$ cat config.mk
export PLATFORM = sky130hd
export DESIGN_NAME = bit_index_iterator_flat
export DESIGN_NICKNAME = d
export VERILOG_FILES = /design/src/rtl/bit_index_iterator_pkg.sv /design/src/rtl/bit_index_iterator_if.sv /design/src/rtl/bit_index_iterator_priority_pick.sv /design/src/rtl/bit_index_iterator.sv /design/src/flat_wrapper.sv
export SDC_FILE = /design/constraint.sdc
export NUM_CORES = 1
export LEC_CHECK = 0
export ABC_AREA = 1
export BUFFER_PORTS_ARGS = -buffer_cell sky130_fd_sc_hd__buf_2
export CORE_UTILIZATION = 40
export DETAILED_ROUTE_END_ITERATION = 8
export SYNTH_ARGS = -nofsm -noshare
export SYNTH_HDL_FRONTEND = slang
export SYNTH_HIERARCHICAL = 1
export SYNTH_SLANG_ARGS = --single-unit
$ cat constraint.sdc
create_clock -name clk -period 2.36 [get_ports clk]
set_input_delay 0 -clock clk [delete_from_list [all_inputs] [get_ports clk]]
set_output_delay 0 -clock clk [all_outputs]
set_load 0.01 [all_outputs]
$ cat src/rtl/bit_index_iterator_pkg.sv
// Shared types for the bit index iterator.
package bit_iter_pkg;

  typedef enum logic {
    IDLE = 1'b0,
    EMIT = 1'b1
  } bit_iter_state_t;

endpackage

$ cat src/rtl/bit_index_iterator_if.sv
// Load and index stream signals of the bit index iterator.
// The master side offers vectors and consumes indices; the slave side is the iterator.
interface bit_index_iterator_if #(
  parameter int WIDTH = 8
);
  localparam int IDXW = $clog2(WIDTH);
  localparam int CNTW = $clog2(WIDTH + 1);

  logic             load_valid;
  logic             load_ready;
  logic [WIDTH-1:0] load_vec;
  logic             load_msb_first;
  logic             abort;
  logic             idx_valid;
  logic             idx_ready;
  logic [IDXW-1:0]  idx;
  logic             idx_last;
  logic [CNTW-1:0]  count;
  logic             empty_pulse;

  modport master (
    output load_valid, load_vec, load_msb_first, abort, idx_ready,
    input  load_ready, idx_valid, idx, idx_last, count, empty_pulse
  );

  modport slave (
    input  load_valid, load_vec, load_msb_first, abort, idx_ready,
    output load_ready, idx_valid, idx, idx_last, count, empty_pulse
  );
endinterface

$ cat src/rtl/bit_index_iterator_priority_pick.sv
// Directional priority pick: index of the lowest (msb_first=0) or
// highest (msb_first=1) set bit of vec; 0 when vec is all zero.
module priority_pick #(
  parameter int WIDTH = 8,
  localparam int IDXW = $clog2(WIDTH)
) (
  input  logic [WIDTH-1:0] vec,
  input  logic             msb_first,
  output logic [IDXW-1:0]  index
);

  // One scan for both directions: the last hit wins, so walking upward
  // yields the highest set bit and walking downward yields the lowest.
  always_comb begin
    int j;
    index = '0;
    for (int i = 0; i < WIDTH; i++) begin
      j = msb_first ? i : (WIDTH - 1 - i);
      if (vec[j]) index = IDXW'(j);
    end
  end

endmodule

$ cat src/rtl/bit_index_iterator.sv
// Bit index iterator: loads a WIDTH-bit vector and streams out the index
// of each set bit, one per accepted beat, in the direction chosen per load.
module bit_index_iterator
  import bit_iter_pkg::*;
#(
  parameter int WIDTH = 8
) (
  input  logic                 clk,
  input  logic                 reset_n,
  bit_index_iterator_if.slave  bus
);

  localparam int IDXW = $clog2(WIDTH);
  localparam int CNTW = $clog2(WIDTH + 1);

  bit_iter_state_t  state_q, state_d;
  logic [WIDTH-1:0] mask_q, mask_d;
  logic             dir_q, dir_d;
  logic [CNTW-1:0]  count_q, count_d;
  logic             empty_q, empty_d;

  logic [IDXW-1:0]  pick_idx;
  logic [WIDTH-1:0] pick_onehot;
  logic             single_bit;
  logic             emitting;

  priority_pick #(.WIDTH(WIDTH)) u_pick (
    .vec       (mask_q),
    .msb_first (dir_q),
    .index     (pick_idx)
  );

  // Decode the picked index into the bit to clear on acceptance.
  always_comb begin
    pick_onehot = '0;
    for (int i = 0; i < WIDTH; i++) begin
      pick_onehot[i] = (pick_idx == IDXW'(i));
    end
  end

  assign emitting   = (state_q == EMIT);
  assign single_bit = ((mask_q & (mask_q - WIDTH'(1))) == '0);

  // Next-state: abort overrides everything; otherwise load in IDLE, consume in EMIT.
  always_comb begin
    state_d = state_q;
    mask_d  = mask_q;
    dir_d   = dir_q;
    count_d = count_q;
    empty_d = 1'b0;
    if (bus.abort) begin
      state_d = IDLE;
      mask_d  = '0;
    end else begin
      case (state_q)
        IDLE: begin
          if (bus.load_valid) begin
            mask_d  = bus.load_vec;
            dir_d   = bus.load_msb_first;
            count_d = '0;
            if (bus.load_vec != '0) state_d = EMIT;
            else                    empty_d = 1'b1;
          end
        end
        EMIT: begin
          if (bus.idx_ready) begin
            mask_d  = mask_q & ~pick_onehot;
            count_d = count_q + CNTW'(1);
            if (single_bit) state_d = IDLE;
          end
        end
        default: state_d = IDLE;
      endcase
    end
  end

  // State registers with asynchronous active-low reset.
  always_ff @(posedge clk or negedge reset_n) begin
    if (!reset_n) begin
      state_q <= IDLE;
      mask_q  <= '0;
      dir_q   <= 1'b0;
      count_q <= '0;
      empty_q <= 1'b0;
    end else begin
      state_q <= state_d;
      mask_q  <= mask_d;
      dir_q   <= dir_d;
      count_q <= count_d;
      empty_q <= empty_d;
    end
  end

  assign bus.load_ready  = (state_q == IDLE);
  assign bus.idx_valid   = emitting;
  assign bus.idx         = emitting ? pick_idx : '0;
  assign bus.idx_last    = emitting && single_bit;
  assign bus.count       = count_q;
  assign bus.empty_pulse = empty_q;

endmodule

$ cat src/flat_wrapper.sv
// flat-port wrapper written by rule: the top's interface ports become plain ports
module bit_index_iterator_flat import bit_iter_pkg::*;
#(
  parameter int WIDTH = 8
)
  (clk, reset_n, bus_load_valid, bus_load_vec, bus_load_msb_first, bus_abort, bus_idx_ready, bus_load_ready, bus_idx_valid, bus_idx, bus_idx_last, bus_count, bus_empty_pulse);
  bit_index_iterator_if #(.WIDTH(WIDTH)) bus_i ();
  input  logic clk;
  input  logic reset_n;
  input wire logic [$bits(bus_i.load_valid)-1:0] bus_load_valid;
  input wire logic [$bits(bus_i.load_vec)-1:0] bus_load_vec;
  input wire logic [$bits(bus_i.load_msb_first)-1:0] bus_load_msb_first;
  input wire logic [$bits(bus_i.abort)-1:0] bus_abort;
  input wire logic [$bits(bus_i.idx_ready)-1:0] bus_idx_ready;
  output wire logic [$bits(bus_i.load_ready)-1:0] bus_load_ready;
  output wire logic [$bits(bus_i.idx_valid)-1:0] bus_idx_valid;
  output wire logic [$bits(bus_i.idx)-1:0] bus_idx;
  output wire logic [$bits(bus_i.idx_last)-1:0] bus_idx_last;
  output wire logic [$bits(bus_i.count)-1:0] bus_count;
  output wire logic [$bits(bus_i.empty_pulse)-1:0] bus_empty_pulse;
  assign bus_i.load_valid = bus_load_valid;
  assign bus_i.load_vec = bus_load_vec;
  assign bus_i.load_msb_first = bus_load_msb_first;
  assign bus_i.abort = bus_abort;
  assign bus_i.idx_ready = bus_idx_ready;
  assign bus_load_ready = bus_i.load_ready;
  assign bus_idx_valid = bus_i.idx_valid;
  assign bus_idx = bus_i.idx;
  assign bus_idx_last = bus_i.idx_last;
  assign bus_count = bus_i.count;
  assign bus_empty_pulse = bus_i.empty_pulse;
  bit_index_iterator #(.WIDTH(WIDTH)) u_core (.clk(clk), .reset_n(reset_n), .bus(bus_i));
endmodule
==> out/results.tsv, run 1 <==
metric	value	unit
hold_depth	4	
power_density	613	nW/um^2
clockBufferDepth	2	
violations	design-rule violations	
gr-total-overflow	0	
p_switching	380	uW
slew_headroom	69.9	%
postSynthAreaPerCell	6.61	sq um
grt_max_degree	16	
chipWidth	57.0	microns
worst_slew_pin_slew	452	ps
worstHoldStart	bus_load_vec[5]	
cts.sinks	15	
fin_util	50.8	%
layout-drive-gt1-share	21.5	%
min_path_type	input pin to flip-flop	
io_pins	25	
synth_flop_cell	dfrtp_1	
cts_buffers	3	
dp_hpwl	2360	microns
path_buf_inv	1	
drt-total-wl	3100	microns
drtIter0Drc	63	
r2r_slack	260	ps
num_vias	1281	
rows	19	
period_needed	2100	ps
holdWs	9.83	ps
dpl_cell_area	1340	sq um
dp_slack	321	ps
crit_path_max_incr_delay	630	ps
finalMaxSlewViolations	0	
wl_per_cell	12.6	microns
place.gp.congestion	0.804	
netlist.area_leader.share	31.0	%
drtPass1Iterations	6	
async_flop_share	100	%
reg2reg_depth	11	
cts_tree	built	
ir_worst_vdd	0.308	mV
cts_max_level	1	
syn2layout_area_growth	17.8	%
clock.fmax	0.477	GHz
p_int	494	uW
antenna_found_initial	0	
synth.most_common_cell	nand2_1	
ys_warn_count	6	
synthesis.area	1210	sq um
power.total	874	uW
nFillCells	282	
cp_top_family	compound AO/OA/AOI/OAI gates	
nets	230	
fin_ws	264	ps
grt_util_all_layers	20.7	%
core-area	2810	sq um
floorplan.die_area	3250	sq um
synthesis.nets	198	
ys_top_cells_by_area	dfrtp_1 31%, nand2_1 17%, inv_1 8.4%, nand3_1 7.4%, nor2_1 4.7%	
grt_pass1_vias	1163	
r2r-start	u_core/dir_q	
synth_edf_count	0	
yosysUniqueCellTypes	26	
end_kind	flip-flop	
power.share.clock	17.1	%
holdPathEnd	u_core/bus.empty_pulse	
cp-start-kind	flip-flop	
sw_frac_of_total	43.4	%
cts-resized-gates	0	
slowest_stage	dfrtp_1	
io_buffers	24	
fin_area	1430	sq um
fin_cells	245	
ys_ff_latch	15	
critPathKind	flip-flop to flip-flop	
seq_area_frac_synth	31.0	%
outcome	finished with violations	
clk_latency	280	ps
ant_nets	0	
root_buffer	clkbuf_4	
max_cap_violations	0	
grt_first_pass_wirelength	5190	microns
cp_max_fo	9	
clk_pin_slew	90	ps
hold_viol	0	
period_share	88.8	%
final.setup.tns	0	ps
drc	2	
initial_core_util	43.1	%
p_leak	0.812	nW
netlist_top_cells_count	55 x nand2_1, 27 x inv_1, 18 x nand3_1	
syn_inst	183	
r2r-end	u_core/mask_q[7]	
rsz0062_at_grt	false	
setup_violations	0	
via_per_inst	5.23	
yosysTopAreaCell	dfrtp_1	
die-height	57.0	microns
pwr-share-seq	40.0	%
dp_cells	235	
crit_chain	nor2_4 -> nand2_1 -> o21ai_2 -> a21oi_1 -> a21oi_1 -> o21ai_1 -> nand3_1 -> nand3_1 -> inv_1 -> a21oi_1 -> o22ai_1	
cp_common_cell	a21oi_1	
required	2520	ps
combPwrFrac	42.8	%
worstPathArrival	2260	ps
antenna_cells	0	
fin_skew	4.17	ps
-- power by group through the flow --
stage | sequential [mW] | clock, mW | combinational, mW
after floorplan | 0.336 | 0 | 0.288
after global placement | 0.353 | 0 | 0.360
after detailed placement | 0.354 | 0 | 0.366
after CTS | 0.349 | 0.154 | 0.374
after global routing | 0.355 | 0.168 | 0.425
final | 0.350 | 0.150 | 0.374
-- metal layers --
layer	up-vias	share of wire (%)	track usage, %
met5	-	0	0
met4	0	0.55	9.06
met3	2	3.3	1.81
met2	30	49	36.0
met1	596	47	26.2
li1	653	-	-
-- state kept, by name (all words and copies together) (netlist names) --
register / flops
u_core/bus.count: 4
u_core/bus.empty_pulse: 1
u_core/bus.idx_valid: 1
u_core/dir_q: 1
u_core/mask_q: 8
-- how the worst max path moves through the flow --
stage	start	end	slack, ps	cells after the start
detailed placement	u_core/dir_q	u_core/mask_q[7]	320	11
CTS	u_core/dir_q	u_core/mask_q[7]	300	11
global route	u_core/dir_q	u_core/mask_q[7]	40	10
floorplan	u_core/dir_q	u_core/mask_q[7]	690	13
global placement	u_core/dir_q	u_core/mask_q[7]	390	10
finish	u_core/dir_q	u_core/mask_q[7]	260	11
-- area by class of cell --
| type | count | area (sq um) | area share (%) |
|---|---|---|---|
| clock buffer | 3 | 22.5 | 1.58 |
| clock inverter | 1 | 5.00 | 0.351 |
| inverter | 31 | 126 | 8.87 |
| multi-input combinational | 133 | 669 | 47.0 |
| sequential | 15 | 375 | 26.3 |
| tap | 31 | 38.8 | 2.72 |
| timing repair buffer | 31 | 188 | 13.2 |
-- what timing repair did --
| action | 4_1_cts | 5_1_grt |
|---|---|---|
| buffers inserted | 0 | 0 |
| hold buffers | 6 | 0 |
| endpoints found under the hold margin | 20 | 0 |
-- worst register-to-register path: stages, from the launching register on --
cell and delay (ps):
dfrtp_1 630, nor2_4 80, nand2_1 80, o21ai_2 60
a21oi_1 170, a21oi_1 90, o21ai_1 350, nand3_1 140
nand3_1 100, inv_1 50, a21oi_1 140, o22ai_1 90
-- placed cells by master (no fill, tap or decap), drive strengths merged --
cell type	Yosys	layout
xnor2	1	1
a21oi	8	8
inv	31	31
o21ai	12	12
o22ai	4	4
nor2	17	17
dlygate4sd3	0	6
clkinv	0	1
clkbuf	0	3
nand3	19	19
nor3	4	4
a31oi	5	5
ha	1	1
nand2	59	59
buf	4	25
dfrtp	15	15
o31ai	3	3
-- cells by family (layout without fill, tap and decap cells) --
family / Yosys count / in the layout / synth area share, %
DFF: 15 / 15 / 31.0
adders and majority gates: 1 / 1 / 1.03
xor gates and xnor gates: 1 / 1 / 0.724
and+or+nand+nor: 99 / 99 / 36.8
buffers and inverters: 35 / 66 / 13.7
AOI/OAI and AO/OA: 32 / 32 / 16.8
(Power assumes the default switching activity.)
==> run 2, diff against run 1 <==
- HOLD_SLACK_MARGIN: default -> 0.1
==> out/results.tsv, run 2 (synthesis results as in run 1) <==
metric	value	unit
combPwrFrac	43.5	%
met3_length	190	microns
cp_max_fo	9	
power_density	588	nW/um^2
pwr-share-seq	39.5	%
setup_violations	0	
die-height	57.0	microns
power.share.clock	17.0	%
rsz0062_at_grt	false	
grt_pass1_vias	1215	
dpl_cell_area	1340	sq um
core-area	2810	sq um
antenna_found_initial	0	
initial_core_util	43.1	%
syn2layout_area_growth	24.4	%
cts.sinks	15	
worstPathArrival	2280	ps
top_register	u_core/mask_q	
wl_per_cell	12.7	microns
drc	2	
layout_common_cells	55 x nand2_1, 27 x inv_1, 24 x buf_2	
clk_latency	280	ps
antenna_cells	0	
max_cap_violations	0	
num_vias	1321	
clock.fmax	0.473	GHz
dp_hpwl	2360	microns
clk_pin_slew	100	ps
min_path_type	input pin to flip-flop	
met2_wirelength	1530	microns
nets	238	
fin_area	1510	sq um
floorplan.die_area	3250	sq um
dp_slack	321	ps
ant_nets	0	
root_buffer	clkbuf_4	
required	2520	ps
period_share	89.6	%
end_kind	flip-flop	
grt_max_degree	16	
hold_viol	0	
drtIter0Drc	79	
post_cts_buffers	0	
io_buffers	24	
outcome	finished with violations	
fin_skew	5.60	ps
critPathKind	flip-flop to flip-flop	
cts_max_level	1	
p_switching	383	uW
drt-total-wl	3220	microns
drt-met1-wl	1440	microns
gr-total-overflow	0	
via_per_inst	5.22	
fin_ws	244	ps
cts_tree	built	
largest_register_ffs	8	
cts_buffers	3	
worst_slew_pin_slew	453	ps
p_int	503	uW
grt_util_all_layers	21.4	%
slew_headroom	69.8	%
finalMaxSlewViolations	0	
place.gp.congestion	0.804	
rows	19	
drtPass1Iterations	6	
ir_worst_vdd	0.320	mV
p_leak	0.842	nW
power.total	885	uW
chipWidth	57.0	microns
clockBufferDepth	2	
dr.max_layer_used	met4	
sw_frac_of_total	43.2	%
cp-start-kind	flip-flop	
layout-drive-gt1-share	20.7	%
io_pins	25	
violations	design-rule violations	
grt_first_pass_wirelength	5370	microns
final.setup.tns	0	ps
period_needed	2120	ps
layout_commonest_cell	nand2_1	
-- run 2: routing by layer --
layer	global-route usage, %	vias to the layer above
met5	0	-
met3	1.81	8
li1	-	667
met1	26.3	594
met2	38.0	52
met4	10.1	0
-- run 2: per-stage QoR --
step,std cells,hold WS [ps],utilization (%)
after floorplan,183,-296,-
after global placement,235,-75.5,47.7
after detailed placement,235,-74.9,47.7
after CTS,253,102,53.7
after global routing,253,119,53.7
final,253,118,53.7
-- run 2: final timing paths --
path,startpoint,to,slack (ps),cells after the start
max in group asynchronous,reset_n,u_core/bus.empty_pulse,1950,2
min,bus_load_valid,u_core/bus.count[0],120,4
max reg2reg,u_core/dir_q,u_core/mask_q[7],240,11
min reg2reg,u_core/bus.count[1],u_core/bus.count[1],560,2
max,u_core/dir_q,u_core/mask_q[7],240,11
min in group asynchronous,reset_n,u_core/bus.count[1],150,2
-- run 2: repair_timing --
action	in CTS	in global routing
gates resized for setup	0	0
hold buffers	14	0
hold endpoints to repair	24	0
endpoints found under the setup margin	0	0
-- run 2: power by group through the flow --
stage	Clock [mW]	Sequential (mW)	Combinational, mW
floorplan	0	0.336	0.288
global placement	0	0.353	0.360
detailed placement	0	0.354	0.366
CTS	0.154	0.349	0.383
global route	0.168	0.355	0.436
finish	0.151	0.350	0.385
-- run 2: critical path, stage by stage, from the launching register on --
cell and delay (ps):
dfrtp_1 630, nor2_4 70, nand2_1 80, o21ai_2 60, a21oi_1 160, a21oi_1 90, o21ai_1 370, nand3_1 150
nand3_1 100, inv_1 50, a21oi_1 140, o22ai_1 90
-- run 2: layout make-up --
class	instances	area (sq um)
inverter	31	126
clock buffer	3	22.5
tap	31	38.8
fill	278	1300
sequential	15	375
clock inverter	1	5.00
multi-input combinational	133	669
timing repair buffer	39	268
==> run 3, diff against run 2 <==
- CORE_UTILIZATION: 40 -> 35
==> out/results.tsv, run 3 (synthesis results as in run 1) <==
metric	value	unit
outcome	finished, final reports clean	
chipWidth	60.8	microns
layout_common_cells	55 x nand2_1, 27 x inv_1, 24 x buf_2	
clock.fmax	0.460	GHz
dp_cells	248	
drtIter0Drc	59	
floorplan.die_area	3700	sq um
num_vias	1271	
p_leak	0.850	nW
drt-total-wl	3050	microns
place.gp.congestion	0.814	
layout-drive-gt1-share	20.1	%
postCtsHoldBufs	16	
slew_headroom	70.1	%
cts-resized-gates	0	
clockBufferDepth	2	
cts_max_level	1	
min_path_type	input pin to flip-flop	
cp-start-kind	input pin	
largest_register_ffs	8	
top_register	u_core/mask_q	
core-area	3150	sq um
cts_tree	built	
p_int	508	uW
clk_latency	280	ps
setup_violations	0	
grt_util_all_layers	19.1	%
worstPathArrival	2340	ps
sw_frac_of_total	42.4	%
power_density	573	nW/um^2
worst_slew_pin_slew	448	ps
io_pins	25	
drc	0	
via_per_inst	4.74	
clk_pin_slew	100	ps
p_switching	374	uW
combPwrFrac	43.6	%
syn2layout_area_growth	27.3	%
ant_nets	0	
post_cts_buffers	0	
wl_per_cell	11.4	microns
antenna_cells	0	
holdWs	114	ps
critPathKind	input pin to flip-flop	
grt_first_pass_wirelength	5210	microns
rsz0062_at_grt	false	
dp_hpwl	2270	microns
power.share.clock	17.0	%
period_needed	2170	ps
nets	240	
final.setup.tns	0	ps
drtPass1Iterations	4	
grt_pass1_vias	1192	
required	2530	ps
fin_cells	268	
pwr-share-seq	39.4	%
root_buffer	clkbuf_4	
antenna_found_initial	0	
initial_core_util	38.4	%
finalMaxSlewViolations	0	
layout_commonest_cell	nand2_1	
end_kind	flip-flop	
io_buffers	24	
cp_max_fo	2	
hold_viol	0	
cts.sinks	15	
cts_buffers	3	
grt_max_degree	16	
max_cap_violations	0	
ir_worst_vdd	0.306	mV
dpl_cell_area	1350	sq um
fin_area	1540	sq um
die-height	60.8	microns
rows	20	
fin_skew	8.71	ps
gr-total-overflow	0	
period_share	92.1	%
run 3: cell types whose count changed in the layout (fill, tap and decap cells not counted), sizes merged:
cell,previous run,this run
clkbuf,3,4
dlygate4sd3,14,16
clkinv,1,0
run 3: power by group through the flow:
stage / sequential (mW) / clock [mW] / combinational, mW
floorplan: 0.336 / 0 / 0.288
global placement: 0.352 / 0 / 0.366
detailed placement: 0.353 / 0 / 0.367
CTS: 0.349 / 0.157 / 0.386
global route: 0.356 / 0.172 / 0.437
finish: 0.348 / 0.150 / 0.384
run 3: area by class of cell:
cell class / instances / area, sq um
fill: 342 / 1610
timing repair buffer: 41 / 288
inverter: 31 / 126
tap: 44 / 55.1
multi-input combinational: 133 / 669
sequential: 15 / 375
clock buffer: 4 / 26.3
run 3: path summary, 6_finish.rpt:
check | startpoint | slack [ps] | cells after the start | end
setup / recovery | bus_load_vec[2] | 190 | 10 | u_core/bus.idx_valid
hold / removal | bus_load_valid | 110 | 4 | u_core/bus.count[0]
setup reg to reg | u_core/bus.idx_valid | 230 | 6 | u_core/bus.idx_valid
hold reg to reg | u_core/bus.count[0] | 540 | 1 | u_core/bus.count[0]
max in group asynchronous | reset_n | 1950 | 2 | u_core/bus.empty_pulse
min in group asynchronous | reset_n | 140 | 2 | u_core/bus.count[1]
run 3: stage by stage:
| step | utilization (%) | setup slack, ps | total power [mW] |
|---|---|---|---|
| floorplan | - | 687 | 0.624 |
| global placement | 42.9 | 380 | 0.718 |
| detailed placement | 42.9 | 378 | 0.719 |
| CTS | 48.8 | 253 | 0.892 |
| global route | 48.8 | 21.1 | 0.965 |
| finish | 48.8 | 186 | 0.882 |
run 3: routing by layer:
layer | vias up | part of all wire [%] | GRT usage [%]
met5 | - | 0 | 0
met4 | 0 | 0.52 | 6.82
met3 | 2 | 3.7 | 1.49
met2 | 29 | 48 | 33.6
met1 | 567 | 47 | 24.5
li1 | 673 | - | -
run 3: worst max-delay path, cell delays in order:
cell and delay (ps):
dlygate4sd3_1 540, buf_2 130, nor2_1 110, nand3_1 120, o21ai_0 180, nand2_1 70
nand2_1 60, dlygate4sd3_1 550, nor2_1 40, dlygate4sd3_1 540
